<file path="config.mk">
export PLATFORM = sky130hd
export DESIGN_NAME = music_rom_player
export DESIGN_NICKNAME = d
export VERILOG_FILES = /design/src/rtl/music_rom_player.sv
export SDC_FILE = /design/constraint.sdc
export NUM_CORES = 1
export LEC_CHECK = 0
export BUFFER_PORTS_ARGS = -buffer_cell sky130_fd_sc_hd__clkbuf_2
export CAP_MARGIN = 15
export CORE_MARGIN = 3
export CORE_UTILIZATION = 39
export DETAILED_ROUTE_END_ITERATION = 10
export GPL_TIMING_DRIVEN = 0
export PLACE_DENSITY = 0.64
export SLEW_MARGIN = 30
export SYNTH_ARGS = -nofsm -noshare
export SYNTH_HDL_FRONTEND = slang
export SYNTH_SLANG_ARGS = --single-unit
</file>
<file path="constraint.sdc">
create_clock -name clk -period 3.6 [get_ports clk]
set_input_delay 0.36 -clock clk [delete_from_list [all_inputs] [get_ports clk]]
set_output_delay 0.36 -clock clk [all_outputs]
set_load 0.03 [all_outputs]
</file>
<file path="src/rtl/music_rom_player.sv">
// ---------------------------------------------------------------------------
// music_rom_player
//   Walks a song stored in a block ROM and turns each note word into a
//   square wave on the buzzer pin.
//   Each ROM word holds a half-period and a duration:
//     [31:16] half-period in clk cycles (0 = rest)
//     [15:0]  duration in ticks of TICK_DIV clocks
//   32'hFFFF_FFFF marks the end of the song.
//   A short silent gap of GAP_TICKS ticks follows every sounding note.
//
// Ports
//   clk         system clock, all logic on the rising edge
//   rst         synchronous active-high reset
//   start       one-cycle request to play from address 0 (only honoured when idle)
//   stop        one-cycle request to abort playback (wins over start)
//   rom_addr_o  ROM read address
//   rom_en_o    ROM read enable; data returns on rom_data_i one cycle later
//   rom_data_i  ROM read data
//   tone_o      square-wave audio output
//   note_div_o  half-period of the note being played, 0 while silent
//   playing_o   high from the first fetch until the player is idle again
//   done_o      one-cycle pulse when the song ends on its own
// ---------------------------------------------------------------------------
module music_rom_player #(
  parameter int ADDR_WIDTH = 16,
  parameter int DATA_WIDTH = 32,
  parameter int TICK_DIV   = 50000,
  parameter int GAP_TICKS  = 10,
  parameter int LOOP       = 0
) (
  input  logic                  clk,
  input  logic                  rst,
  input  logic                  start,
  input  logic                  stop,
  output logic [ADDR_WIDTH-1:0] rom_addr_o,
  output logic                  rom_en_o,
  input  logic [DATA_WIDTH-1:0] rom_data_i,
  output logic                  tone_o,
  output logic [15:0]           note_div_o,
  output logic                  playing_o,
  output logic                  done_o
);

  localparam int PW = (TICK_DIV > 1) ? $clog2(TICK_DIV) : 1;
  localparam logic [PW-1:0]         PRESC_LAST = PW'(TICK_DIV - 1);
  localparam logic [15:0]           GAP_LOAD   = 16'(GAP_TICKS);
  localparam logic [ADDR_WIDTH-1:0] ADDR_LAST  = '1;
  localparam logic [31:0]           END_MARKER = 32'hFFFF_FFFF;

  typedef enum logic [2:0] {
    S_IDLE,
    S_FETCH,
    S_LATCH,
    S_PLAY,
    S_GAP,
    S_ADVANCE,
    S_END
  } state_t;

  state_t                  state_q, state_d;
  logic [ADDR_WIDTH-1:0]   addr_q, addr_d;
  logic [15:0]             div_q, div_d;
  logic [15:0]             dur_q, dur_d;
  logic [PW-1:0]           presc_q, presc_d;
  logic [15:0]             tone_cnt_q, tone_cnt_d;
  logic                    tone_q, tone_d;
  logic                    done_q, done_d;

  logic [15:0] word_div;
  logic [15:0] word_dur;
  logic        word_is_marker;
  logic        tick_wrap;
  logic        last_tick;

  // Field decode of the word returned by the ROM; only used while in LATCH.
  always_comb begin
    word_div       = rom_data_i[31:16];
    word_dur       = rom_data_i[15:0];
    word_is_marker = (rom_data_i[31:0] == END_MARKER);
  end

  // The prescaler and the tick counter are shared by PLAY and GAP, so the
  // "last clock of the last tick" condition is common to both states.
  always_comb begin
    tick_wrap = (presc_q == PRESC_LAST);
    last_tick = tick_wrap && (dur_q == 16'd1);
  end

  // State register plus all datapath flops.
  always_ff @(posedge clk) begin
    if (rst) begin
      state_q    <= S_IDLE;
      addr_q     <= '0;
      div_q      <= '0;
      dur_q      <= '0;
      presc_q    <= '0;
      tone_cnt_q <= '0;
      tone_q     <= 1'b0;
      done_q     <= 1'b0;
    end else begin
      state_q    <= state_d;
      addr_q     <= addr_d;
      div_q      <= div_d;
      dur_q      <= dur_d;
      presc_q    <= presc_d;
      tone_cnt_q <= tone_cnt_d;
      tone_q     <= tone_d;
      done_q     <= done_d;
    end
  end

  // Next-state logic. Stop overrides every other transition.
  always_comb begin
    state_d = state_q;
    case (state_q)
      S_IDLE:    if (start) state_d = S_FETCH;
      S_FETCH:   state_d = S_LATCH;
      S_LATCH: begin
        if (word_is_marker)        state_d = S_END;
        else if (word_dur == '0)   state_d = S_ADVANCE;
        else                       state_d = S_PLAY;
      end
      S_PLAY: begin
        if (last_tick) state_d = (GAP_TICKS == 0) ? S_ADVANCE : S_GAP;
      end
      S_GAP:     if (last_tick) state_d = S_ADVANCE;
      // The last address never wraps; running off the ROM ends the song.
      S_ADVANCE: state_d = (addr_q == ADDR_LAST) ? S_END : S_FETCH;
      S_END:     state_d = (LOOP != 0) ? S_FETCH : S_IDLE;
      default:   state_d = S_IDLE;
    endcase
    if (stop) state_d = S_IDLE;
  end

  // Datapath: address, note registers, tick timing and tone generation.
  // Leaving PLAY always silences the output and reloads the tick counter
  // with the gap length so GAP can reuse the same countdown.
  always_comb begin
    addr_d     = addr_q;
    div_d      = div_q;
    dur_d      = dur_q;
    presc_d    = presc_q;
    tone_cnt_d = tone_cnt_q;
    tone_d     = tone_q;
    done_d     = 1'b0;
    case (state_q)
      S_LATCH: begin
        if (!word_is_marker && (word_dur != '0)) begin
          div_d      = word_div;
          dur_d      = word_dur;
          presc_d    = '0;
          tone_cnt_d = '0;
          tone_d     = 1'b0;
        end
      end
      S_PLAY: begin
        presc_d = tick_wrap ? '0 : presc_q + 1'b1;
        if (tick_wrap) dur_d = dur_q - 16'd1;
        // Tone phase flips every div_q clocks; a rest (div 0) stays low.
        if (div_q == '0) begin
          tone_d     = 1'b0;
          tone_cnt_d = '0;
        end else if (tone_cnt_q == div_q - 16'd1) begin
          tone_d     = ~tone_q;
          tone_cnt_d = '0;
        end else begin
          tone_cnt_d = tone_cnt_q + 16'd1;
        end
        if (last_tick) begin
          tone_d     = 1'b0;
          tone_cnt_d = '0;
          div_d      = '0;
          presc_d    = '0;
          dur_d      = GAP_LOAD;
        end
      end
      S_GAP: begin
        presc_d = tick_wrap ? '0 : presc_q + 1'b1;
        if (tick_wrap) dur_d = dur_q - 16'd1;
      end
      S_ADVANCE: begin
        if (addr_q != ADDR_LAST) addr_d = addr_q + 1'b1;
      end
      S_END: begin
        addr_d = '0;
        done_d = (LOOP == 0);
      end
      default: ;
    endcase
    if (stop) begin
      addr_d     = '0;
      div_d      = '0;
      dur_d      = '0;
      presc_d    = '0;
      tone_cnt_d = '0;
      tone_d     = 1'b0;
      done_d     = 1'b0;
    end
  end

  // Outputs decoded from the current state.
  always_comb begin
    rom_en_o  = (state_q == S_FETCH);
    playing_o = (state_q != S_IDLE);
  end

  assign rom_addr_o = addr_q;
  assign tone_o     = tone_q;
  assign note_div_o = div_q;
  assign done_o     = done_q;

endmodule

</file>
; ---- Word level (Yosys, flattened, before mapping)
; Index checks and enable logic that the tools add are counted.
[op_classes]
mul = 0
muxes = 30
bitwise_logic = 1
order_cmp = 0
n_eq_ne = 18
n_reduce_logical = 18
addsub = 5
n_div = 0
shift = 0
[ops]
columns = operator, count
row1 = $mux W16, 12
row2 = $pmux W16 S2, 3
row3 = $pmux W16 S3, 2
row4 = $add A16 B1 Y16 const B, 3
row5 = $eq A16 B16 Y1 const B, 2
row6 = $eq A32 B32 Y1 const B, 1
row7 = $logic_not A16 Y1, 2
row8 = $sub A16 B1 Y16 const B, 2
row9 = $mux W3, 6
row10 = $pmux W3 S6, 1
row11 = $eq A16 B1 Y1 const B, 1
row12 = $eq A16 B16 Y1, 1
row13 = $ne A16 B16 Y1 const B, 1
row14 = $reduce_bool A16 Y1, 1
row15 = $ne A2 B2 Y1 const B, 5
row16 = $eq A3 B3 Y1 const B, 3
row17 = $reduce_and A3 Y1, 3
row18 = $eq A3 B2 Y1 const B, 2
row19 = $reduce_and A2 Y1, 3
row20 = $reduce_bool A3 Y1, 2
row21 = $mux W1, 5
row22 = $ne A4 B4 Y1 const B, 1
row23 = $reduce_bool A2 Y1, 2
row24 = $eq A3 B1 Y1 const B, 1
row25 = 6 further kinds, 7
[totals]
romBits = 0
in_bits = 36
memories = 0
mem_bits_rw = 0
elab_cells = 80
latch_bits = 0
register_bits = 85
output_inout_bits = 36

; ---- Logic depth before layout (Yosys ltp)
; Gate-level depths: netlist of run 1.
[depth]
depth_word = 6
depth_mapped = 11
ltp_nobuf = 9

; ---- Worst setup path after synthesis of run 1
; Ideal clock, no wire load.
[synth_timing]
path_type = register to register
from = reg div_q[0], in the netlist note_div_o[0]
to = reg tone_cnt_q[7]
path_slack_ns = 0.922
period_less_slack_ns = 2.678
t_arrival_ns = 2.564
required_time_ns = 3.485
path_stages_with_launch = 12
n_path_buf = 2
path_cell_list = dfxtp_1 -> clkbuf_1 -> inv_1 -> ha_1 -> nor4b_1 -> nand4b_1 -> or3_1 -> nor3_1 -> nor3_1 -> a21oi_2 -> buf_4 -> nor2_1
[synth_via]
elab_chain_len = 6
[synth_lines]
columns = element, line_no
row1 = "start, declared", 62  ; logic [15:0] div_q, div_d;
row2 = "start signal, assigned", 103  ; div_q <= div_d;
row3 = $sub A16 B1 Y16, 163  ; end else if (tone_cnt_q == div_q - 16'd1) begin
row4 = $eq A16 B16 Y1, 163
row5 = $mux W16, 163
row6 = $mux W16 *, 160  ; if (div_q == '0) begin
row7 = $mux W16 *, 169  ; if (last_tick) begin
row8 = $pmux W16 S2 *, 146  ; case (state_q)
row9 = "end signal, assigned", 106  ; tone_cnt_q <= tone_cnt_d;
row10 = "end, declared", 65  ; logic [15:0] tone_cnt_q, tone_cnt_d;
; Mark *: on every way between the ends. The rest lies on a longest branch, timed or not.
; A chain may end at the register's enable or synchronous reset.

; ---- Worst setup path in the final report of run 1
[layout_timing]
from = reg div_q[0], in the netlist note_div_o[0]
to = reg tone_cnt_q[13]
; Same word-level chain as after synthesis.

==> flow_summary_export.csv, run 1 <==
group,metric,value,unit
power,clkPwrFrac,45.4,%
yosys,muxShareOfSynthArea,1.30,%
drt,ant_nets,0,
clock_tree,hold_buffers,0,
clock_tree,clk_pin_slew_worst_paths,60,ps
power,leakage,0.00210,uW
timing,worst-slew-pin-transition,897,ps
final_layout,n_antenna_cell,0,
yosys,synth_edf_count,0,
power,powerDensity,346,nW/um^2
power,combPwrFrac,6.2,%
critical_path,startpoint,"note_div_o[0]$_SDFFE_PP0P_",
power,ir_drop,0.000263,V
drt,drtPass1Iterations,5,
run,max_cap_viol_count,0,
critical_path,r2r_cells,11,
timing,skew,8.82,ps
final_layout,final_common_cell,"nor2_1",
timing,final-hold-violation-count,0,
worst_hold_path,worstHoldEndpoint,"note_div_o[6]$_SDFFE_PP0P_",
clock_tree,clock_sinks,85,
power,p_switching,472,uW
global_route,antenna_found_initial,0,
power,power_frac_seq,48.4,%
timing,maxSlewViolCount,0,
critical_path,reg2reg_from,"note_div_o[0]$_SDFFE_PP0P_",
yosys,synth_seq_cells,85,
yosys,synth_top_family_by_area,"simple AND/OR/NAND/NOR gates",
yosys,ys.warnings.count,0,
final_layout,fin_cells,848,
critical_path,crit_fanout,10,
clock_tree,cts-htree-levels,3,
final_layout,drive_gt1_share,15.6,%
critical_path,arrival,3500,ps
timing,setup_violations,0,
drt,vias,4860,
clock_tree,numCtsBuffers,9,
drt,routed_wl,13400,um
yosys,syn_nets,639,
outcome,status,"complete, no violations",
timing,period_share,90.4,%
clock_tree,cts_tree,"built",
yosys,synthSimpleGateAreaFrac,31.7,%
worst_hold_path,hp-start,"rom_data_i[22]",
placement,dp.cells,832,
worst_hold_path,min_path_type,"primary input to flop",
final_layout,area.growth.synth_to_final,17.5,%
power,swShare,24.1,%
placement,hpwl,9960,um
clock_tree,clk_path_buf_depth,2,
timing,max_slew_margin,39.6,%
final_layout,layout.nets,721,
critical_path,cp-start-kind,"flop",
clock_tree,insertion_delay,350,ps
timing,tns,0,ps
critical_path,regToRegSetupSlack,350,ps
yosys,synthFlopType,"dfxtp_1",
drt,viasPerCell,5.73,
timing,fin_crit,3250,ps
yosys,syn_inst,597,
die,die_h,117,um
die,die_x,117,um
drt,drt_iter0_drc,259,
die,core,11800,sq um
global_route,track_usage,20.1,%
yosys,synth-adder-area-share,1.56,%
die,rows,39,
yosys,synth-seq-area-share,35.3,%
critical_path,worst_r2r_endpoint,"tone_cnt_q[13]$_SDFFE_PP0P_",
yosys,synth_cell_types,66,
die,dieArea,13700,sq um
placement,gp_congestion,0.909,
global_route,gr-total-overflow,0,
worst_hold_path,hold_path_depth,3,
yosys,syn_area,4820,sq um
clock_tree,post_cts_buffers,0,
placement,port_buffers,71,
yosys,synth-compound-area-share,16.1,%
critical_path,cp-end-kind,"flop",
clock_tree,ctsResizeCount,0,
clock_tree,cts_root_buffer,"clkbuf_16",
global_route,grt_pass1_vias,4574,
power,p_int,1490,uW
yosys,synth_area_per_cell,8.07,sq um
final_layout,layout_common_cells,"nor2_1 (96), dfxtp_1 (85), clkbuf_2 (71)",
yosys,synthXorXnorAreaFrac,10.7,%
yosys,synthArstFlopShare,0,%
drt,drc,0,
timing,rsz0062_at_grt,"no",
critical_path,crit_required,3840,ps
die,start_util,41.0,%
timing,fmax,0.307,GHz
final_layout,final.fill_count,1161,
global_route,grt_max_degree,14,
global_route,grt_pass1_wl,21900,um
drt,routedWlPerCell,15.9,um
die,ios,72,
critical_path,worstSetupPathType,"flop to flop",
==> power by group through the flow <==
| stage | Clock (uW) | Combinational [uW] | Sequential (uW) |
|---|---|---|---|
| finish | 891 | 122 | 949 |
| global route | 953 | 135 | 948 |
| CTS | 907 | 122 | 949 |
| detailed placement | 0 | 121 | 970 |
| global placement | 0 | 119 | 970 |
| floorplan | 0 | 66.2 | 972 |
==> kinds of logic (layout without fill, tap and decap cells) <==
| group | Yosys count | in the layout |
|---|---|---|
| AND/OR/NAND/NOR | 297 | 297 |
| AO/OA/AOI/OAI | 106 | 106 |
| flip-flops | 85 | 85 |
| XOR/XNOR | 59 | 59 |
| buffers and inverters | 38 | 125 |
| adder cells (fa/ha/maj) | 6 | 6 |
| multiplexers | 6 | 6 |
==> layer usage <==
layer,share of wire (%),track usage (%)
met1,47,26.4
met2,46,32.7
met3,5.9,4.01
met4,1.5,7.11
met5,0,0
==> per-stage QoR <==
step / util (%) / instance area, sq um / hold slack [ps] / worst slack, ps / total power, uW
detailed placement: 45.7 / 5380 / 465 / 361 / 1090
global placement: 45.7 / 5380 / 450 / 418 / 1090
finish: 48.2 / 5660 / 280 / 345 / 1960
floorplan: - / 4820 / 435 / 922 / 1040
global route: 48.2 / 5660 / 291 / 21.5 / 2040
CTS: 48.1 / 5660 / 275 / 355 / 1980
==> worst max-delay path by stage <==
stage	end	slack, ps
floorplan	tone_cnt_q[7]$_SDFFE_PP0P_	920
global placement	tone_cnt_q[12]$_SDFFE_PP0P_	420
detailed placement	tone_cnt_q[13]$_SDFFE_PP0P_	360
CTS	tone_cnt_q[13]$_SDFFE_PP0P_	350
global route	tone_cnt_q[6]$_SDFFE_PP0P_	20
finish	tone_cnt_q[13]$_SDFFE_PP0P_	350
==> sequential cells by signal, summed over array words and instances (netlist names) <==
name and cells:
tone_o 1, presc_q 16, done_o 1, note_div_o 16
tone_cnt_q 16, rom_addr_o 16, state_q 3, dur_q 16
==> cell usage after synthesis (all sizes together), types with 3 or more instances <==
master,instances,area [sq um]
ha,6,75.1
or3,11,68.8
and2,8,50.1
inv,8,30.0
o21ai,15,82.6
nor4,19,119
a22oi,18,135
a211oi,6,45.0
o311ai,5,61.3
xnor2,25,219
a21o,4,30.0
buf,7,41.3
nand4,28,175
a32o,5,50.1
and4,4,35.0
o22ai,5,31.3
or2,4,25.0
nor4b,5,43.8
and3,11,68.8
nand3,20,100
nand3b,5,37.5
o211ai,6,50.1
mux2i,4,40.0
nor3b,6,45.0
a21oi,21,109
nand2b,4,25.0
nor2,96,360
xor2,34,298
clkbuf,23,86.3
nor3,15,80.1
dfxtp,85,1700
o41ai,3,26.3
nand2,48,180
==> cell type report <==
class                           count  area, sq um  area share [%]
Multi-Input combinational cell    474         2970            52.4
Clock inverter                      4         22.5           0.398
Tap cell                          164          205            3.62
Sequential cell                    85         1700            30.0
Inverter                            8         30.0           0.530
Timing Repair Buffer               71          355            6.27
Buffer                             30          128            2.25
Clock buffer                       12          256            4.53
==> critical path: stages (launching register included) <==
cell       delay [ps]
dfxtp_1           310
clkbuf_1          200
inv_1             100
ha_1              240
nor4b_1           490
nand3b_1          170
xnor2_1           160
a2111oi_0         430
o2111ai_1         370
a21oi_2           400
buf_4             240
nor2_1             60
(Power assumes the default switching activity.)
==> run 2, diff against run 1 <==
--- a/config.mk
+++ b/config.mk
@@ -8,10 +8,10 @@
 export BUFFER_PORTS_ARGS = -buffer_cell sky130_fd_sc_hd__clkbuf_2
 export CAP_MARGIN = 15
 export CORE_MARGIN = 3
-export CORE_UTILIZATION = 39
+export CORE_UTILIZATION = 40
 export DETAILED_ROUTE_END_ITERATION = 10
 export GPL_TIMING_DRIVEN = 0
-export PLACE_DENSITY = 0.64
+export PLACE_DENSITY = 0.65
 export SLEW_MARGIN = 30
 export SYNTH_ARGS = -nofsm -noshare
 export SYNTH_HDL_FRONTEND = slang
==> run 2 against run 1 <==
- non-clock buffer count stayed put
- critical path depth unchanged
- first-iteration DRC count increased by 6.6%
- power rose by 3.0%
- register-to-register slack got worse by 20 ps
- die area fell by 2.4%
- clock-buffer cell count decreased by 3
- clock power grew 6.4%
- sequential cell count unchanged
- design area is essentially flat
- critical endpoint is now tone_cnt_q[8]$_SDFFE_PP0P_
- highest routed layer unchanged
==> flow_summary_export.csv, run 2 (synthesis results as in run 1) <==
group,metric,value,unit
outcome,status,"complete, no violations",
clock_tree,clock_sinks,85,
timing,worst-slew-pin-transition,846,ps
global_route,grt_max_degree,16,
worst_hold_path,min_path_type,"primary input to flop",
critical_path,cp-end-kind,"flop",
critical_path,cpPeakStageDelay,490,ps
run,max_cap_viol_count,0,
drt,ant_nets,0,
power,p_switching,493,uW
global_route,gr-total-overflow,0,
placement,hpwl,9860,um
die,rows,39,
drt,routed_wl,13300,um
critical_path,crit_fanout,10,
die,dieArea,13400,sq um
global_route,track_usage,19.9,%
clock_tree,hold_buffers,0,
power,ir_drop,0.000357,V
drt,drc,0,
clock_tree,clk_path_buf_depth,2,
placement,gp_congestion,0.928,
clock_tree,ctsResizeCount,0,
drt,viasPerCell,5.81,
critical_path,slowest_stage,"nor4b_1",
timing,fmax,0.305,GHz
final_layout,n_antenna_cell,0,
die,die_h,116,um
clock_tree,numCtsBuffers,9,
critical_path,path_cells,"clkbuf_1 > inv_1 > ha_1 > nor4b_1 > nand3b_1 > xnor2_1 > a2111oi_0 > o2111ai_1 > a21oi_2 > buf_4 > nor2_1",
global_route,antenna_found_initial,0,
critical_path,crit_required,3850,ps
clock_tree,clk_pin_slew_worst_paths,70,ps
final_layout,final_common_cell,"nor2_1",
power,leakage,0.00210,uW
global_route,grt_pass1_vias,4434,
power,p_int,1530,uW
critical_path,arrival,3530,ps
power,swShare,24.4,%
die,die_x,116,um
timing,max_slew_margin,43.1,%
die,core,11600,sq um
timing,maxSlewViolCount,0,
drt,routedWlPerCell,16.1,um
power,total_power,2020,uW
timing,rsz0062_at_grt,"no",
timing,period_share,91.1,%
power,powerDensity,357,nW/um^2
timing,setup_violations,0,
final_layout,area.growth.synth_to_final,17.4,%
timing,final-hold-violation-count,0,
power,power_frac_seq,47.0,%
power,clkPwrFrac,46.9,%
die,ios,72,
die,start_util,41.5,%
critical_path,cp-start-kind,"flop",
final_layout,final.fill_count,1141,
critical_path,worstSetupPathType,"flop to flop",
clock_tree,cts-htree-levels,3,
clock_tree,insertion_delay,350,ps
clock_tree,cts_root_buffer,"clkbuf_16",
power,combPwrFrac,6.1,%
final_layout,drive_gt1_share,15.8,%
timing,tns,0,ps
timing,fin_crit,3280,ps
global_route,grt_pass1_wl,21400,um
drt,vias,4801,
drt,drt_iter0_drc,276,
clock_tree,cts_tree,"built",
timing,hold_slack,278,ps
clock_tree,post_cts_buffers,0,
placement,port_buffers,71,
drt,drtPass1Iterations,5,
timing,skew,8.80,ps
final_layout,layout.nets,721,
final_layout,layout_common_cells,"nor2_1 (96), dfxtp_1 (85), clkbuf_2 (71)",
==> run 2: power by group through the flow <==
stage | registers [uW] | clock network [uW] | logic, uW
after floorplan | 972 | 0 | 66.2
after global placement | 970 | 0 | 119
after detailed placement | 970 | 0 | 121
after CTS | 949 | 969 | 122
after global routing | 949 | 1010 | 134
final | 949 | 948 | 123
==> run 2: per-stage QoR <==
stage	cell area (sq um)	instances	utilization (%)	setup WS [ps]
after floorplan	4820	597	-	922
after global placement	5350	811	46.1	403
after detailed placement	5350	811	46.1	383
after CTS	5650	827	48.7	341
after global routing	5660	827	48.7	170
final	5660	827	48.7	321
==> run 2: cell type report <==
class                           instances  area, sq um  area share, %
Tap cell                              143          179           3.16
Clock inverter                          7         75.1           1.33
Sequential cell                        85         1700           30.1
Buffer                                 30          128           2.26
Timing Repair Buffer                   71          355           6.28
Inverter                                8         30.0          0.531
Multi-Input combinational cell        474         2970           52.4
Clock buffer                            9          225           3.98
==> run 2: routing by layer <==
| layer | GRT usage (%) | up-vias | wire length, um |
|---|---|---|---|
| li1 | - | 2342 | - |
| met2 | 32.6 | 169 | 6170 |
| met5 | 0 | - | 0 |
| met4 | 4.95 | 0 | 154 |
| met3 | 5.27 | 16 | 834 |
| met1 | 26.3 | 2274 | 6130 |
==> run 2: critical path, delay by kind of cell (launching register included) <==
kind                       cells  cell delay, ps
adders and majority gates      1             270
DFF                            1             330
and+or+nand+nor                3             760
xor gates and xnor gates       1             160
buffers and inverters          3             550
AOI/OAI and AO/OA              3            1110
==> run 2: worst paths after layout <==
path                            slack [ps]  depth (start not counted)                        from                         end
worst min-delay path                   280                          3              rom_data_i[22]  note_div_o[6]$_SDFFE_PP0P_
worst max-delay path                   320                         11  note_div_o[0]$_SDFFE_PP0P_  tone_cnt_q[8]$_SDFFE_PP0P_
worst min register to register         460                          2      dur_q[14]$_SDFFE_PP0P_      dur_q[14]$_SDFFE_PP0P_
worst max register to register         320                         11  note_div_o[0]$_SDFFE_PP0P_  tone_cnt_q[8]$_SDFFE_PP0P_
